**src/rtl/dmem_arbiter.sv**
```systemverilog
// Shares the single-port data memory between the pipeline MEM stage and a host
// debug port; one access per cycle, read data returned one cycle after grant.
module dmem_arbiter #(
    parameter int ADDR_W = 5,
    parameter int DATA_W = 32,
    parameter int CNT_W  = 16
) (
    input  logic              clk,
    input  logic              RN,
    input  logic              core_req,
    input  logic              core_we,
    input  logic [ADDR_W-1:0] core_addr,
    input  logic [DATA_W-1:0] core_wdata,
    output logic              core_gnt,
    output logic              core_rvalid,
    output logic [DATA_W-1:0] core_rdata,
    output logic              core_stall,
    input  logic              dbg_req,
    input  logic              dbg_we,
    input  logic [ADDR_W-1:0] dbg_addr,
    input  logic [DATA_W-1:0] dbg_wdata,
    input  logic              dbg_lock,
    output logic              dbg_gnt,
    output logic              dbg_rvalid,
    output logic [DATA_W-1:0] dbg_rdata,
    output logic              mem_en,
    output logic              mem_we,
    output logic [ADDR_W-1:0] mem_addr,
    output logic [DATA_W-1:0] mem_wdata,
    input  logic [DATA_W-1:0] mem_rdata,
    output logic [CNT_W-1:0]  core_wait_cnt
);
    typedef enum logic [0:0] {ARB = 1'b0, LOCK = 1'b1} state_t;
    localparam logic OWN_CORE = 1'b0;
    localparam logic OWN_DBG  = 1'b1;

    state_t            state_r, state_nxt_s;
    logic              last_gnt_r;
    logic              tag_valid_r, tag_owner_r;
    logic [DATA_W-1:0] core_hold_r, dbg_hold_r;
    logic [CNT_W-1:0]  wait_cnt_r;
    logic              core_pick_s, dbg_pick_s;
    logic              core_gnt_s, dbg_gnt_s;
    logic              mem_we_s;
    logic [ADDR_W-1:0] mem_addr_s;
    logic [DATA_W-1:0] mem_wdata_s;

    // Round-robin pick: on a tie the requester that did not win last time goes.
    function automatic logic [1:0] arb_pick(input logic creq, input logic dreq, input logic last);
        logic [1:0] pick;
        if (creq && dreq) begin
            pick = (last == OWN_DBG) ? 2'b10 : 2'b01;
        end else begin
            pick = {creq, dreq};
        end
        return pick;
    endfunction

    // Grant selection and lock state transitions
    always_comb begin
        state_nxt_s = state_r;
        core_pick_s = 1'b0;
        dbg_pick_s  = 1'b0;
        case (state_r)
            LOCK: begin
                if (dbg_lock) begin
                    dbg_pick_s  = dbg_req;
                    core_pick_s = core_req & ~dbg_req;
                    state_nxt_s = LOCK;
                end else begin
                    {core_pick_s, dbg_pick_s} = arb_pick(core_req, dbg_req, last_gnt_r);
                    state_nxt_s = ARB;
                end
            end
            ARB: begin
                {core_pick_s, dbg_pick_s} = arb_pick(core_req, dbg_req, last_gnt_r);
                state_nxt_s = (dbg_pick_s && dbg_lock) ? LOCK : ARB;
            end
            default: begin
                state_nxt_s = ARB;
            end
        endcase
    end

    // Nothing is granted while reset is held.
    assign core_gnt_s = core_pick_s & RN;
    assign dbg_gnt_s  = dbg_pick_s & RN;

    // Memory request mux driven by the granted requester
    always_comb begin
        mem_we_s    = 1'b0;
        mem_addr_s  = {ADDR_W{1'b0}};
        mem_wdata_s = {DATA_W{1'b0}};
        if (core_gnt_s) begin
            mem_we_s    = core_we;
            mem_addr_s  = core_addr;
            mem_wdata_s = core_wdata;
        end else if (dbg_gnt_s) begin
            mem_we_s    = dbg_we;
            mem_addr_s  = dbg_addr;
            mem_wdata_s = dbg_wdata;
        end else begin
            mem_we_s    = 1'b0;
        end
    end

    // Arbitration state and fairness pointer
    always_ff @(posedge clk or negedge RN) begin
        if (!RN) begin
            state_r    <= ARB;
            last_gnt_r <= OWN_DBG;
        end else begin
            state_r <= state_nxt_s;
            if (core_gnt_s || dbg_gnt_s) begin
                last_gnt_r <= dbg_gnt_s;
            end
        end
    end

    // Read-return tag and per-owner data hold registers
    always_ff @(posedge clk or negedge RN) begin
        if (!RN) begin
            tag_valid_r <= 1'b0;
            tag_owner_r <= OWN_CORE;
            core_hold_r <= {DATA_W{1'b0}};
            dbg_hold_r  <= {DATA_W{1'b0}};
        end else begin
            tag_valid_r <= (core_gnt_s | dbg_gnt_s) & ~mem_we_s;
            tag_owner_r <= dbg_gnt_s;
            if (tag_valid_r && (tag_owner_r == OWN_CORE)) begin
                core_hold_r <= mem_rdata;
            end
            if (tag_valid_r && (tag_owner_r == OWN_DBG)) begin
                dbg_hold_r <= mem_rdata;
            end
        end
    end

    // Saturating count of core stall cycles
    always_ff @(posedge clk or negedge RN) begin
        if (!RN) begin
            wait_cnt_r <= {CNT_W{1'b0}};
        end else if (core_stall && (wait_cnt_r != {CNT_W{1'b1}})) begin
            wait_cnt_r <= wait_cnt_r + {{(CNT_W-1){1'b0}}, 1'b1};
        end
    end

    assign core_gnt      = core_gnt_s;
    assign dbg_gnt       = dbg_gnt_s;
    assign core_stall    = RN & core_req & ~core_gnt_s;
    assign mem_en        = core_gnt_s | dbg_gnt_s;
    assign mem_we        = mem_we_s;
    assign mem_addr      = mem_addr_s;
    assign mem_wdata     = mem_wdata_s;
    assign core_rvalid   = tag_valid_r & (tag_owner_r == OWN_CORE);
    assign dbg_rvalid    = tag_valid_r & (tag_owner_r == OWN_DBG);
    assign core_rdata    = core_rvalid ? mem_rdata : core_hold_r;
    assign dbg_rdata     = dbg_rvalid ? mem_rdata : dbg_hold_r;
    assign core_wait_cnt = wait_cnt_r;

endmodule

```
**config.mk**
```make
export PLATFORM = sky130hd
export DESIGN_NAME = dmem_arbiter
export DESIGN_NICKNAME = d
export VERILOG_FILES = /design/src/rtl/dmem_arbiter.sv
export SDC_FILE = /design/constraint.sdc
export NUM_CORES = 1
export LEC_CHECK = 0
export ABC_AREA = 1
export BUFFER_PORTS_ARGS = -buffer_cell sky130_fd_sc_hd__buf_2
export CORE_MARGIN = 8
export CORE_UTILIZATION = 47
export DETAILED_ROUTE_END_ITERATION = 10
export MAX_ROUTING_LAYER = met4
export PLACE_DENSITY = 0.85
export SETUP_SLACK_MARGIN = 0.4
export SLEW_MARGIN = 0
export SYNTH_ARGS = -nofsm -noshare
export SYNTH_HDL_FRONTEND = slang
export SYNTH_SLANG_ARGS = --single-unit
```
**constraint.sdc**
```tcl
create_clock -name clk -period 4.7 [get_ports clk]
set_input_delay 0.94 -clock clk [delete_from_list [all_inputs] [get_ports clk]]
set_output_delay 0.94 -clock clk [all_outputs]
set_load 0.03 [all_outputs]
```
# Word-level counts from Yosys, hierarchy flattened
# Cells that the tools add are included.
# word_totals
reg_bits	84
in_bits	113
wordCells	47
# classes
n_addsub	1
eq_ne	1
mux	18
bitwise	14
n_reduce_logical	6
# ops
cell	count
$mux W32	4
$add A16 B1 Y16 const B	1
$ne A16 B16 Y1 const B	1
$mux W5	2
$and A1 B1 Y1	8
$mux W1	6
$mux W2	3
$pmux W1 S2	3
$logic_and A1 B1 Y1	5
$not A1 Y1	5
$logic_or A1 B1 Y1	1
$or A1 B1 Y1	1

# Logic depth before layout (Yosys ltp)
# depth
ltp_word	9
mapped_depth	10
ltp_nobuf	9

# Worst setup path after synthesis
# Ideal clock, no wire load.
# synth_path
path_kind	in2out
from	in dbg_lock
to	out mem_addr[0]
arrival_time_ps	2113
t_required_ps	3760
slack_ps	1647
stages	8
n_path_buf	1
path_cell_list	inv_1 nand2_1 nand3_1 nand3_1 inv_1 clkbuf_1 nand2_1 nand2_1
# synth_rtl
item	line_no	rtl
start: declaration	22	input logic dbg_lock,
$mux W1	66	if (dbg_lock) begin
$pmux W1 S2	64	case (state_r)
$and A1 B1 Y1	86	assign core_gnt_s = core_pick_s & RN;
via core_gnt	14	output logic core_gnt,
$mux W5	94	if (core_gnt_s) begin
end: declaration	28	output logic [ADDR_W-1:0] mem_addr,
# The timed path passes the listed nets, and every way through them passes these cells.

# Final worst setup path
# layout_path
from	in core_req
to	out mem_wdata[1]
# layout_via
elab_chain_cells	7
# layout_rtl
item	line_no	rtl
start: declaration	10	input logic core_req,
$logic_and A1 B1 Y1	51	if (creq && dreq) begin
$mux W2	51	
$mux W2 or $mux W1 (tied branches)	64, 66	
$pmux W1 S2	64	
$and A1 B1 Y1	87	assign dbg_gnt_s = dbg_pick_s & RN;
$mux W32	98	end else if (dbg_gnt_s) begin
$mux W32 *	94	
end: declaration	29	output logic [DATA_W-1:0] mem_wdata,
# Mark *: on every way between the ends. The rest lies on a longest branch, timed or not. The select of a mux whose other input is x is not followed.

==> metrics.md <==
| Metric | Value |
|---|---|
| Nets | `881` |
| Synthesis Warnings | `0` |
| Die Span Y | `between 100 and 150 µm` |
| Post-layout min period | `~3.6 ns` |
| Largest net degree at the start of global routing | `83` |
| Initial antenna violation count | `0` |
| Final period util | `0.773` |
| First-pass GRT wire length | `approximately 21000 µm` |
| DRC viols | `0` |
| Endpoints failing setup | `0` |
| Run status | `finished, final reports clean` |
| GRT Resource Usage Total | `0.224` |
| Final wirelength | `~13000 µm` |
| Clock sink count | `84` |
| Initial detailed-routing violation count | `259` |
| IO Pins | `~240` |
| Post-DP HPWL | `10600 µm` |
| Max_cap viols | `0` |
| Routed length per instance | `15.1 µm` |
| CTS resizes | `0` |
| Worst Tran Pin Value | `approximately 1.1 ns` |
| Most frequent cells in the layout | `nand2_1 (263), buf_2 (235), dfrtp_1 (83), o21ai_0 (67), inv_1 (49)` |
| I/O Buffers | `around 240` |
| Vias in the first global route | `approximately 4400` |
| Clk root buf | `clkbuf_8` |
| Reg clk slew, reported paths | `around 0.09 ns` |
| Crit path max-delay cell type | `inv_1` |
| Post-synthesis register bit count | `84` |
| Post-Syn Area | `about 4100 µm²` |
| Max stage delay on crit path | `about 0.8 ns` |
| Post-Synthesis Cells | `around 540` |
| GRT overflow | `0` |
| CTS tree | `yes` |
| RSZ-0062 raised after global routing | `false` |
| Vias | `around 4300` |
| Row Count | `34` |
| Diodes inserted | `0` |
| CP Capture Type | `primary output` |
| Cts-stage hold buffer count | `0` |
| Share of layout cells above drive strength 1 | `0.343` |
| Gpl congestion | `between 0.9 and 1` |
| DRT Pass-1 Iters | `4` |
| Post-route ant nets | `0` |
| Leakage power | `0.00334 µW` |
| Worst slew margin | `0.289` |
| Crit Path Category | `in2out` |
| Max-slew violations | `0` |
| Clk Latency, worst-skew pair | `0.34 ns` |
| Sequential area share after synthesis | `0.517` |
| Initial cell density of the core | `0.476` |
| Startpoint Class | `primary input` |
| Crit Path Max Fanout | `39` |
| Syn Nets | `about 660` |
| Worst Path Arrival | `roughly 2.7 ns` |
| Bufs on Longest Clock Path | `2` |
| WP data required | `roughly 3.8 ns` |
| Post-CTS Setup Bufs | `0` |
| Die W | `109 µm` |
| Worst-path cell chain | `buf_2, nand2_1, o21ai_0, nand2_1, nand3_1, inv_1, nand2_1, nand2_1, buf_2` |
| Num CTS Buffers | `9` |
| Post-synthesis area per instance | `7.51 µm²` |
| Most used cell, CP | `nand2_1` |
| FMAX | `275 MHz` |
| Vias/cell | `a little under 5` |
| Setup TNS | `0 ns` |
| Final Power | `about 3000 µW` |
| VDD IR-drop max | `about 0.23 mV` |
| Core Area | `around 8600 µm²` |
| Worst Skew | `0.0110 ns` |
| Synth-to-layout area growth | `34.6%` |
| HP Class | `in2async` |
| Cell Pwr Density | `around 550 nW/µm²` |
| Number of library cell types mapped by synthesis | `21` |
| H-tree levels | `3` |
| Hold Vio Cnt, Final | `0` |
| Die area | `between 10000 and 15000 µm²` |
| Most common cell after layout, fill and taps aside | `nand2_1` |
## synth_stat cells, drive strengths merged
cell type  number  area, µm²
nand3          12       65.1
nand2         267       1020
nand4           7       43.8
clkbuf         17       63.8
a21oi           2       10.0
buf             6       45.0
dfstp           1       26.3
xnor2           4       35.0
inv            52        195
dfrtp          83       2080
ha              1       12.5
xor2            3       26.3
o21ai          67        335
nor2           20        109
## stage by stage
step	std cells	area [µm²]	hold WS, ns	setup WS (ns)	utilization
3_3_place_gp	864	5290	0.471	1.17	0.619
6_report	880	5480	0.378	1.07	0.640
2_1_floorplan	542	4070	0.489	1.65	-
5_1_grt	880	5480	0.363	0.833	0.640
4_1_cts	880	5480	0.360	1.05	0.640
3_5_place_dp	864	5290	0.478	1.06	0.619
## flip-flops by register name, summed over array words and instances, names as in the netlist
| name | cells |
|---|---|
| last_gnt_r | 1 |
| state_r | 1 |
| tag_owner_r | 1 |
| core_hold_r | 32 |
| tag_valid_r | 1 |
| dbg_hold_r | 32 |
| core_wait_cnt | 16 |
## area by class of cell
| cell class | count | area (µm²) |
|---|---|---|
| flip-flops and latches | 84 | 2100 |
| multi-input cells | 383 | 1660 |
| repair buffers | 237 | 1190 |
| inverters | 52 | 195 |
| clock inverters | 4 | 32.5 |
| fillers | 759 | 3070 |
| well taps | 108 | 135 |
| clock buffers | 12 | 155 |
## path summary, 6_finish.rpt
kind	end	from	slack (ns)	cells after the start
max	mem_wdata[1]	core_req	1.07	9
min	state_r	RN	0.38	1
max reg2reg	tag_valid_r	last_gnt_r	2.70	7
min reg2reg	core_hold_r[27]	core_hold_r[27]	0.49	2
max in group asynchronous	dbg_hold_r[22]	RN	3.15	2
min in group clk	core_hold_r[27]	core_hold_r[27]	0.49	2
## layer usage
metal | vias up | part of all wire | global-route usage
met4 | 0 | 0.029 | 0.0997
met5 | - | 0 | -
met1 | 1958 | 0.38 | 0.240
met2 | 214 | 0.50 | 0.383
li1 | 2116 | - | -
met3 | 32 | 0.089 | 0.0550
## worst max-delay path, delay by kind of cell
kind                   cells  cell delay (ns)
and+or+nand+nor            5             0.56
buffers and inverters      3             1.10
AOI/OAI and AO/OA          1             0.08
## power breakdown
group | internal [µW] | switching, µW
clock network | 224 | 255
logic | 385 | 1070
registers | 973 | 118
## kinds of logic (layout without fill, tap and decap cells)
| group | count (synthesis) | count (layout) | synth area share |
|---|---|---|---|
| AOI/OAI and AO/OA | 69 | 69 | 0.0849 |
| and+or+nand+nor | 306 | 306 | 0.305 |
| DFF | 84 | 84 | 0.517 |
| adders and majority gates | 1 | 1 | 0.00307 |
| xor gates and xnor gates | 7 | 7 | 0.0151 |
| buffers and inverters | 75 | 305 | 0.0747 |
No activity file was read; power rests on OpenSTA's default activity.
